File: config.mk
export PLATFORM = sky130hd
export DESIGN_NAME = router_lookup_arbiter
export DESIGN_NICKNAME = d
export VERILOG_FILES = /design/src/rtl/router_arb_pkg.sv /design/src/rtl/rr_arbiter.sv /design/src/rtl/router_lookup_arbiter.sv
export SDC_FILE = /design/constraint.sdc
export NUM_CORES = 1
export LEC_CHECK = 0
export CAP_MARGIN = 20
export CORE_AREA = 2 2 186 188
export DETAILED_ROUTE_END_ITERATION = 8
export DIE_AREA = 0 0 188 190
export PLACE_DENSITY = 0.6
export SLEW_MARGIN = 20
export SYNTH_ARGS = -nofsm -noshare
export SYNTH_HDL_FRONTEND = slang
export SYNTH_SLANG_ARGS = --single-unit
File: constraint.sdc
create_clock -name clk -period 3.7 [get_ports clk]
set_input_delay 0.555 -clock clk [delete_from_list [all_inputs] [get_ports clk]]
set_output_delay 0.555 -clock clk [all_outputs]
set_load 0.02 [all_outputs]
File: src/rtl/router_arb_pkg.sv
// Shared types for router_lookup_arbiter: FSM encoding, flag bit positions,
// and the registered response bundle.
package router_arb_pkg;

  localparam logic [1:0] ST_WAIT_INIT = 2'd0;
  localparam logic [1:0] ST_RUN       = 2'd1;
  localparam logic [1:0] ST_FAIL      = 2'd2;

  localparam int FLAG_DIRECT  = 0;
  localparam int FLAG_BCAST   = 1;
  localparam int FLAG_DEFAULT = 2;

  typedef struct packed {
    logic        found;
    logic [15:0] out_port;
    logic [15:0] out_qp;
    logic [31:0] next_hop_ip;
    logic [47:0] next_hop_mac;
    logic [2:0]  flags;
  } rt_rsp_t;

endpackage

File: src/rtl/rr_arbiter.sv
// Round-robin picker: one-hot grant on the first valid requester at or after
// ptr, wrapping modulo NUM_REQ.
module rr_arbiter #(
  parameter int NUM_REQ = 4,
  parameter int REQ_W   = $clog2(NUM_REQ)
) (
  input  logic [NUM_REQ-1:0] valid,
  input  logic [REQ_W-1:0]   ptr,
  input  logic               en,
  output logic [NUM_REQ-1:0] grant,
  output logic [REQ_W-1:0]   winner
);

  logic [REQ_W-1:0] idx;

  // Walk offsets from farthest to nearest so the nearest valid one wins last.
  always_comb begin
    grant  = '0;
    winner = '0;
    idx    = '0;
    for (int off = NUM_REQ - 1; off >= 0; off--) begin
      idx = REQ_W'((int'(ptr) + off) % NUM_REQ);
      if (en && valid[idx]) begin
        grant      = '0;
        grant[idx] = 1'b1;
        winner     = idx;
      end
    end
  end

endmodule

File: src/rtl/router_lookup_arbiter.sv
// Shares one in-order routing lookup pipeline among NUM_REQ requesters and
// steers responses back via a tag FIFO. Perf counters under ROUTER_ARB_PERF_EN.
module router_lookup_arbiter
  import router_arb_pkg::*;
#(
  parameter int NUM_REQ    = 4,
  parameter int REQ_W      = $clog2(NUM_REQ),
  parameter int RT_LATENCY = 3,
  parameter int TAG_DEPTH  = 8
) (
  input  logic                  clk,
  input  logic                  rst_n,
  input  logic [NUM_REQ-1:0]    req_valid,
  input  logic [NUM_REQ*32-1:0] req_dst_ip,
  output logic [NUM_REQ-1:0]    req_ready,
  output logic [NUM_REQ-1:0]    rsp_valid,
  output logic                  rsp_found,
  output logic [15:0]           rsp_out_port,
  output logic [15:0]           rsp_out_qp,
  output logic [31:0]           rsp_next_hop_ip,
  output logic [47:0]           rsp_next_hop_mac,
  output logic [2:0]            rsp_flags,
  output logic                  rt_lookup_valid,
  output logic [31:0]           rt_lookup_dst_ip,
  input  logic                  rt_resp_valid,
  input  logic                  rt_resp_found,
  input  logic [15:0]           rt_resp_out_port,
  input  logic [15:0]           rt_resp_out_qp,
  input  logic [31:0]           rt_resp_next_hop_ip,
  input  logic [47:0]           rt_resp_next_hop_mac,
  input  logic [2:0]            rt_resp_flags,
  input  logic                  rt_init_done,
  input  logic                  rt_init_error,
  output logic [1:0]            arb_state,
  output logic                  err_orphan,
  output logic                  err_init,
  output logic [31:0]           perf_issued,
  output logic [31:0]           perf_stall
);

  localparam int PTR_W = (TAG_DEPTH > 1) ? $clog2(TAG_DEPTH) : 1;
  localparam int CNT_W = $clog2(TAG_DEPTH + 1);

  if (TAG_DEPTH < RT_LATENCY + 2) begin : g_depth_chk
    $error("TAG_DEPTH below RT_LATENCY+2 cannot sustain one lookup per cycle");
  end

  logic [1:0]                 state;
  logic [REQ_W-1:0]           rr_ptr, winner;
  logic [NUM_REQ-1:0]         grant, head_oh;
  logic [NUM_REQ-1:0][31:0]   ip_arr;
  logic [REQ_W-1:0]           tag_mem [TAG_DEPTH];
  logic [PTR_W-1:0]           wr_ptr, rd_ptr;
  logic [CNT_W-1:0]           count;
  logic                       grant_en, accept, pop;
  rt_rsp_t                    rsp_q;

  function automatic logic [PTR_W-1:0] ptr_inc(input logic [PTR_W-1:0] p);
    return (p == PTR_W'(TAG_DEPTH - 1)) ? '0 : p + PTR_W'(1);
  endfunction

  assign ip_arr    = req_dst_ip;
  assign grant_en  = (state == ST_RUN) && (count < CNT_W'(TAG_DEPTH));
  assign accept    = |grant;
  assign pop       = rt_resp_valid && (count != '0);
  assign req_ready = grant;
  assign arb_state = state;
  assign err_init  = (state == ST_FAIL);

  rr_arbiter #(.NUM_REQ(NUM_REQ), .REQ_W(REQ_W)) u_rr (
    .valid (req_valid),
    .ptr   (rr_ptr),
    .en    (grant_en),
    .grant (grant),
    .winner(winner)
  );

  always_ff @(posedge clk or negedge rst_n) begin
    if (!rst_n) begin
      state <= ST_WAIT_INIT;
    end else begin
      case (state)
        ST_WAIT_INIT: if (rt_init_error) state <= ST_FAIL;
                      else if (rt_init_done) state <= ST_RUN;
        ST_RUN:       if (rt_init_error) state <= ST_FAIL;
        default:      state <= ST_FAIL;
      endcase
    end
  end

  always_ff @(posedge clk or negedge rst_n) begin
    if (!rst_n) begin
      rr_ptr           <= '0;
      rt_lookup_valid  <= 1'b0;
      rt_lookup_dst_ip <= '0;
    end else begin
      rt_lookup_valid <= accept;
      if (accept) begin
        rr_ptr           <= (winner == REQ_W'(NUM_REQ - 1)) ? '0 : winner + REQ_W'(1);
        rt_lookup_dst_ip <= ip_arr[winner];
      end
    end
  end

  // Tag FIFO: full/empty decisions use the count as it stood before this edge.
  always_ff @(posedge clk or negedge rst_n) begin
    if (!rst_n) begin
      wr_ptr <= '0;
      rd_ptr <= '0;
      count  <= '0;
    end else begin
      if (accept) wr_ptr <= ptr_inc(wr_ptr);
      if (pop)    rd_ptr <= ptr_inc(rd_ptr);
      case ({accept, pop})
        2'b10:   count <= count + CNT_W'(1);
        2'b01:   count <= count - CNT_W'(1);
        default: ;
      endcase
    end
  end

  always_ff @(posedge clk) begin
    if (accept) tag_mem[wr_ptr] <= winner;
  end

  always_comb begin
    head_oh                  = '0;
    head_oh[tag_mem[rd_ptr]] = 1'b1;
  end

  always_ff @(posedge clk or negedge rst_n) begin
    if (!rst_n) begin
      rsp_valid  <= '0;
      rsp_q      <= '0;
      err_orphan <= 1'b0;
    end else begin
      rsp_valid <= pop ? head_oh : '0;
      if (pop)
        rsp_q <= '{found: rt_resp_found, out_port: rt_resp_out_port,
                   out_qp: rt_resp_out_qp, next_hop_ip: rt_resp_next_hop_ip,
                   next_hop_mac: rt_resp_next_hop_mac, flags: rt_resp_flags};
      if (rt_resp_valid && count == '0) err_orphan <= 1'b1;
    end
  end

  assign rsp_found        = rsp_q.found;
  assign rsp_out_port     = rsp_q.out_port;
  assign rsp_out_qp       = rsp_q.out_qp;
  assign rsp_next_hop_ip  = rsp_q.next_hop_ip;
  assign rsp_next_hop_mac = rsp_q.next_hop_mac;
  assign rsp_flags        = rsp_q.flags;

`ifdef ROUTER_ARB_PERF_EN
  logic stall;
  assign stall = (state == ST_RUN) && (|req_valid) && !accept;

  always_ff @(posedge clk or negedge rst_n) begin
    if (!rst_n) begin
      perf_issued <= '0;
      perf_stall  <= '0;
    end else begin
      if (accept && perf_issued != '1) perf_issued <= perf_issued + 32'd1;
      if (stall && perf_stall != '1)   perf_stall  <= perf_stall + 32'd1;
    end
  end
`else
  assign perf_issued = '0;
  assign perf_stall  = '0;
`endif

endmodule

# Yosys cells after proc, flatten, opt, wreduce, memory -nomap -nowiden
# Memories as Yosys holds them, arrays and structs flattened.
# Cells that the tools add are included.
[word_totals]
ramBits = 16
ff_bits = 168
memories = 1
[mem_list]
columns = ["name", "words", "width", "rd", "rd_ports_with_merged_regs", "write_ports", "line_no", "rtl"]
rows = [
  ["tag_mem", 8, 2, 1, 0, 1, "router_lookup_arbiter.sv:52", "logic [REQ_W-1:0] tag_mem [TAG_DEPTH];"],
]
[op_classes]
eq_ne = 9
magnitude_cmp = 12
reduce_logical = 18
addsub = 8
mux = 39
[ops]
columns = ["op", "n"]
rows = [
  ["binary-select mux 32 bit (select 2 bit)", 1],
  ["2-to-1 mux 32 bit", 1],
  ["2-to-1 mux 4 bit", 5],
  ["less-than comparator 2 x 3 -> 1 bit (second input constant)", 6],
  ["2-to-1 mux 2 bit", 8],
  ["logical AND 1 bit", 12],
  ["2-to-1 mux 1 bit", 11],
  ["demux 1 bit (select 2 bit)", 5],
  ["greater-or-equal comparator 2 x 1 -> 1 bit (second input constant)", 5],
  ["binary-select mux 1 bit (select 2 bit)", 4],
  ["case mux 4 bit (2 select lines)", 1],
  ["adder 3 x 1 -> 3 bit (second input constant)", 2],
  ["== test 2 bit (second input constant)", 3],
  ["== test 3 bit (second input constant)", 2],
  ["2-to-1 mux 3 bit", 2],
  ["adder 2 x 1 -> 2 bit (second input constant)", 2],
  ["adder 2 bit (second input constant)", 2],
  ["adder 4 x 1 -> 4 bit (second input constant)", 1],
  ["== test 2 x 1 -> 1 bit (second input constant)", 2],
  ["logical NOT 4 bit", 1],
  ["less-than comparator 4 bit (second input constant)", 1],
  ["case mux 2 bit (2 select lines)", 1],
  ["nonzero test 4 bit", 1],
  ["OR reduction 4 bit", 1],
  ["6 further kinds", 6],
]

# Depth between registers and ports, before layout
[logic_depth]
ltp_word = 12
depth_mapped = 17
depth_no_buf = 14

# Cells and area by module
# Synthesis repeated with hierarchy kept, for this count alone.
[hier_totals]
hier_cells = 925
hier_area_um2 = 8963.6
[by_module_without_submodules]
columns = ["mod", "area_per_inst_um2", "cells_each", "n_inst"]
rows = [
  ["router_lookup_arbiter", 8360.5, 850, 1],
  ["rr_arbiter", 603.1, 75, 1],
]

# Worst setup path after synthesis
# No wires, ideal clock.
[synth_timing]
kind = "register to register"
from = "reg rr_ptr[0]"
to = "reg count[3]"
t_arrival_ns = 3.815
path_stages_with_launch = 18
path_buffers = 3
setup_slack_ns = -0.240
required_time_ns = 3.575
cell_sequence = "dfrtp_1 buf_6 inv_1 ha_1 mux4_2 nor3b_4 nand2_1 a31oi_1 nor4_2 buf_6 buf_6 ha_1 ha_1 a21o_1 a21oi_1 xnor2_1 nor2_1 xor2_1"
[synth_via]
elab_chain_len = 12
elab_cells_between_ends = 44
[synth_lines]
columns = ["element", "line_no", "rtl"]
rows = [
  ["start: declaration", "router_lookup_arbiter.sv:49", "logic [REQ_W-1:0] rr_ptr, winner;"],
  ["start signal: assignment", "router_lookup_arbiter.sv:99", "rr_ptr <= (winner == REQ_W'(NUM_REQ - 1)) ? '0 : winner + REQ_W'(1);"],
  ["adder 2 bit", "rr_arbiter.sv:22", "idx = REQ_W'((int'(ptr) + off) % NUM_REQ);"],
  ["less-than comparator 2 x 3 -> 1 bit (not written as such) or greater-or-equal comparator 2 x 1 -> 1 bit (tied branches)", "rr_arbiter.sv:25", "grant[idx] = 1'b1;"],
  ["logical AND 1 bit (not written as such)", "rr_arbiter.sv:25", ""],
  ["2-to-1 mux 1 bit (not written as such)", "rr_arbiter.sv:25", ""],
  ["demux 1 bit (select 2 bit)", "-", ""],
  ["2-to-1 mux 4 bit (3 in series)", "rr_arbiter.sv:23", "if (en && valid[idx]) begin"],
  ["2-to-1 mux 4 bit *", "rr_arbiter.sv:23", ""],
  ["named net req_ready[2]", "router_lookup_arbiter.sv:15", "output logic [NUM_REQ-1:0] req_ready,"],
  ["OR reduction 4 bit *", "router_lookup_arbiter.sv:64", "assign accept = |grant;"],
  ["== test 2 x 1 -> 1 bit or == test 2 bit (tied branches)", "router_lookup_arbiter.sv:114", "case ({accept, pop})"],
  ["case mux 4 bit (2 select lines) or nonzero test 2 bit (tied branches)", "-", ""],
  ["end signal: assignment", "router_lookup_arbiter.sv:115", "2'b10: count <= count + CNT_W'(1);"],
  ["end signal: assignment", "router_lookup_arbiter.sv:116", "2'b01: count <= count - CNT_W'(1);"],
  ["end: declaration", "router_lookup_arbiter.sv:54", "logic [CNT_W-1:0] count;"],
]
# The timed path passes the listed nets; every way through them passes the cells marked *. The select of a mux whose other input is x is not followed.
# A chain may end at the register's enable or synchronous reset.

# Final worst setup path
[layout_timing]
from = "reg rr_ptr[0]"
to = "out req_ready[1]"
[layout_via]
elab_chain_len = 9
elab_cells_between_ends = 39
[layout_lines]
columns = ["element", "line_no"]
rows = [
  ["adder 2 bit", "rr_arbiter.sv:22"],
  ["less-than comparator 2 x 3 -> 1 bit (not written as such) or greater-or-equal comparator 2 x 1 -> 1 bit (tied branches)", "rr_arbiter.sv:25"],
  ["logical AND 1 bit (not written as such)", "rr_arbiter.sv:25"],
  ["2-to-1 mux 1 bit (not written as such)", "rr_arbiter.sv:25"],
  ["demux 1 bit (select 2 bit)", "-"],
  ["2-to-1 mux 4 bit (3 in series)", "rr_arbiter.sv:23"],
  ["2-to-1 mux 4 bit *", "rr_arbiter.sv:23"],
  ["end: declaration", "router_lookup_arbiter.sv:15"],
]
# Mark *: on every way between the ends. The rest lies on a longest branch, timed or not. The select of a mux whose other input is x is not followed.

==> impl_metrics.ini <==
[logic_synthesis]
synth_seq_area_share = 0.5252
netlist_area_um2 = 8920
synth-warning-count = 0
synth_seq_cells = 184
fraction_of_the_mapped_netlist_area_in_adder_cells = 0.02469
largest_family_of_logic_cells_by_synthesized_area = simple AND/OR/NAND/NOR gates
synth_compound_area_frac = 0.02146
synth_async_sr_flop_share = 0.9130
syn_inst = 825
post_synth_edffs = 16
yosys-mux-area-fraction = 0.1630
netlist-cell-type-count = 43
synthXorXnorAreaFrac = 0.003928
post_synth_and_or_nand_nor_area_fraction = 0.1786
dominantRegCellSynth = dfrtp_1
syn_avg_cell_area_um2 = 10.81

[drt]
detailedRoute.firstPassIterationCount = 4
routed_wl_um = 27560
via_per_inst = 4.190
antenna_left = 0
dr.first_iter.drc_count = 244
vias = 7160
drc = 0
routed_wire_length_per_instance_um = 16.13

[critical_path]
worstRegToRegCells = 9
critical_path.startpoint_type = register
worst_r2r_startpoint = rr_ptr[0]
critPathArrivalTime_ns = 3.00
cp_slowest_stage_delay_ns = 0.62
critPathSlowestCell = mux4_2
worst_path_most_repeated_cell = buf_4
setup.worst_path.class = reg2out
worst_r2r_endpoint = rt_lookup_dst_ip[3]
end_kind = primary output
worstPathRequired_ns = 3.14
crit_path_max_fanout = 13
path_cells = buf_4 > mux4_2 > nor3b_4 > nand2_1 > a31oi_4 > buf_4 > clkdlybuf4s50_1
reg2reg_setup_slack_ns = 0.32

[global_routing]
grt_antenna_before_repair = 1
track_usage = 0.1525
first_global_vias = 7325
globalRouteOverflowTotal = 0
grt_start_max_net_pins = 119
grt_pass1_wl_um = 41930

[placed_design]
gp_routability_congestion = 0.8438
placedInstanceArea_um2 = 13510
numPortBuffers = 413
dpl.hpwl_um = 21070

[power]
power.switching_fraction = 0.3476
pwr-share-clk = 0.254
power.ir.vdd_worst_uv = 290.9
power.static_leakage_nw = 6.424
internal-power_mw = 4.541
power_density_nw_per_um2 = 494.1
power_share_of_the_sequential_group = 0.386
p_comb_frac = 0.360
switchingPower_mw = 2.420

[sta]
maxSlewHeadroom = 0.4345
layout_min_cycle_time_ns = 3.554
rsz0062_at_grt = no
final.setup_skew_ns = 0.01347
number_of_hold_violations_in_the_final_report = 0
finalMaxSlewViolations = 0
timing.final.crit_share = 0.9607
worst_pin_slew_ns = 0.8482
timing.fmax_mhz = 281.3
finalSetupViolCount = 0

[clock_tree]
ctsRootBufferMaster = clkbuf_16
tritoncts = built
cts.reportedPaths.clkPinSlew_ns = 0.08
cts_htree_levels = 4
numCtsBuffers = 17
clockBufferDepth = 2
tritoncts_num_sinks = 184
clk_latency_ns = 0.43

[cells_and_area]
finalNetCount = 1510
post_route_standard_cell_area_excluding_fillers_um2 = 14090
layout_commonest_cell = clkdlybuf4s50_1
utilization = 0.4150
layout_common_cells = clkdlybuf4s50_1 (409), nand2_1 (361), dfrtp_1 (168)
flow.area_growth_from_synthesis_pct = 57.93
drive_above_1_share = 0.1269

[flow_run]
maxCapViolCount = 0

[die]
io-pin-count = 478
die_area_um2 = 35720
fp.dieW_um = 188
placementRows = 68
floorplan.initialDensity = 0.2628
dieHeight_um = 190
core-area_um2 = 33950

[worst_hold_path]
min-delay-path-class = in2async

[run_status]
run_status = complete, no violations
state kept, by name (all words and copies together), names as in the netlist, 3 cells and up:
signal            count
rd_ptr                3
rsp_valid             4
rsp_next_hop_mac     48
rsp_flags             3
count                 4
rt_lookup_dst_ip     32
rsp_next_hop_ip      32
tag_mem              16
rsp_out_port         16
wr_ptr                3
rsp_out_qp           16
timing repair:
| action | 4_1_cts | 5_1_grt |
|---|---|---|
| endpoints found under the setup margin | 4 | 4 |
| resized for setup | 0 | 4 |
| hold buffers | 0 | 0 |
| buffers inserted | 1 | 0 |
| endpoints found under the hold margin | 0 | 0 |
power groups by stage:
stage	logic, mW	clock network (mW)	registers, mW
2_1_floorplan	0.829	0	3.16
6_report	2.51	1.77	2.69
3_3_place_gp	2.52	0	2.72
5_1_grt	2.72	1.92	2.75
3_5_place_dp	2.54	0	2.73
4_1_cts	2.55	1.84	2.70
worst max-delay path by stage:
| stage | start | to | slack [ns] | cells after the start |
|---|---|---|---|---|
| 2_1_floorplan | rr_ptr[0] | count[3] | 0.04 | 17 |
| 3_3_place_gp | req_valid[0] | rt_lookup_dst_ip[4] | 0.0004 | 9 |
| 3_5_place_dp | req_valid[0] | rt_lookup_dst_ip[3] | -0.09 | 9 |
| 4_1_cts | rr_ptr[0] | req_ready[3] | 0.006 | 8 |
| 5_1_grt | rr_ptr[0] | req_ready[1] | 0.003 | 7 |
| 6_report | rr_ptr[0] | req_ready[1] | 0.15 | 7 |
logic make-up after synthesis:
kind of cell | after synthesis
buffers and inverters | 113
XOR/XNOR | 4
AND/OR/NAND/NOR | 394
other | 1
adder cells (fa/ha/maj) | 17
multiplexers | 84
AO/OA/AOI/OAI | 28
flip-flops | 184
metal layers:
metal  vias up  global-route usage  wire length (µm)
met1      3419              0.1793             10960
met4         0             0.04391               461
met2       304              0.2671             14010
met5         -                   0                 0
met3        19             0.04796              2126
li1       3418                   -                 -
metrics by stage:
step	instances	hold WS, ns	setup WS (ns)	TNS (ns)	total power [mW]
floorplan	888	0.2594	0.03608	0	3.986
global placement	1675	0.4440	0.0004421	0	5.238
detailed placement	1675	0.4583	-0.09367	-1.839	5.279
CTS	1708	0.1643	0.005520	0	7.091
global route	1709	0.1974	0.003378	0	7.395
finish	1709	0.1348	0.1456	0	6.961
cell usage after synthesis (4+ instances only):
library cell  count  area [µm²]
nand2_1         361        1355
dfrtp_1         168        4204
buf_4            64       480.5
mux4_2           39       878.3
clkbuf_1         27       101.4
mux2_2           20       225.2
mux2_4           20       300.3
edfxtp_1         16       480.5
ha_1             16       200.2
nor2_1            9       33.78
o21ai_0           8       40.04
inv_1             7       26.28
buf_6             6       67.56
a21oi_1           5       25.02
buf_2             5       25.02
mux2i_1           5       50.05
a22oi_1           4       30.03
a31oi_1           4       25.02
nand2b_1          4       25.02
layout make-up:
class / count / area (µm²)
Fill cell: 3237 / 19860
Sequential cell: 184 / 4684
Timing Repair Buffer: 439 / 4388
Multi-Input combinational cell: 591 / 3854
Tap cell: 455 / 569.3
Clock buffer: 17 / 425.4
Clock inverter: 15 / 136.4
Inverter: 7 / 27.53
Antenna cell: 1 / 2.502
worst max-delay path, delay by kind of cell, from the launching register on:
kind	cells	cell delay, ns
multiplexers	1	0.62
buffers and inverters	3	0.98
flip-flops	1	0.36
AO/OA/AOI/OAI	1	0.22
AND/OR/NAND/NOR	2	0.39
(Power assumes the default switching activity.)
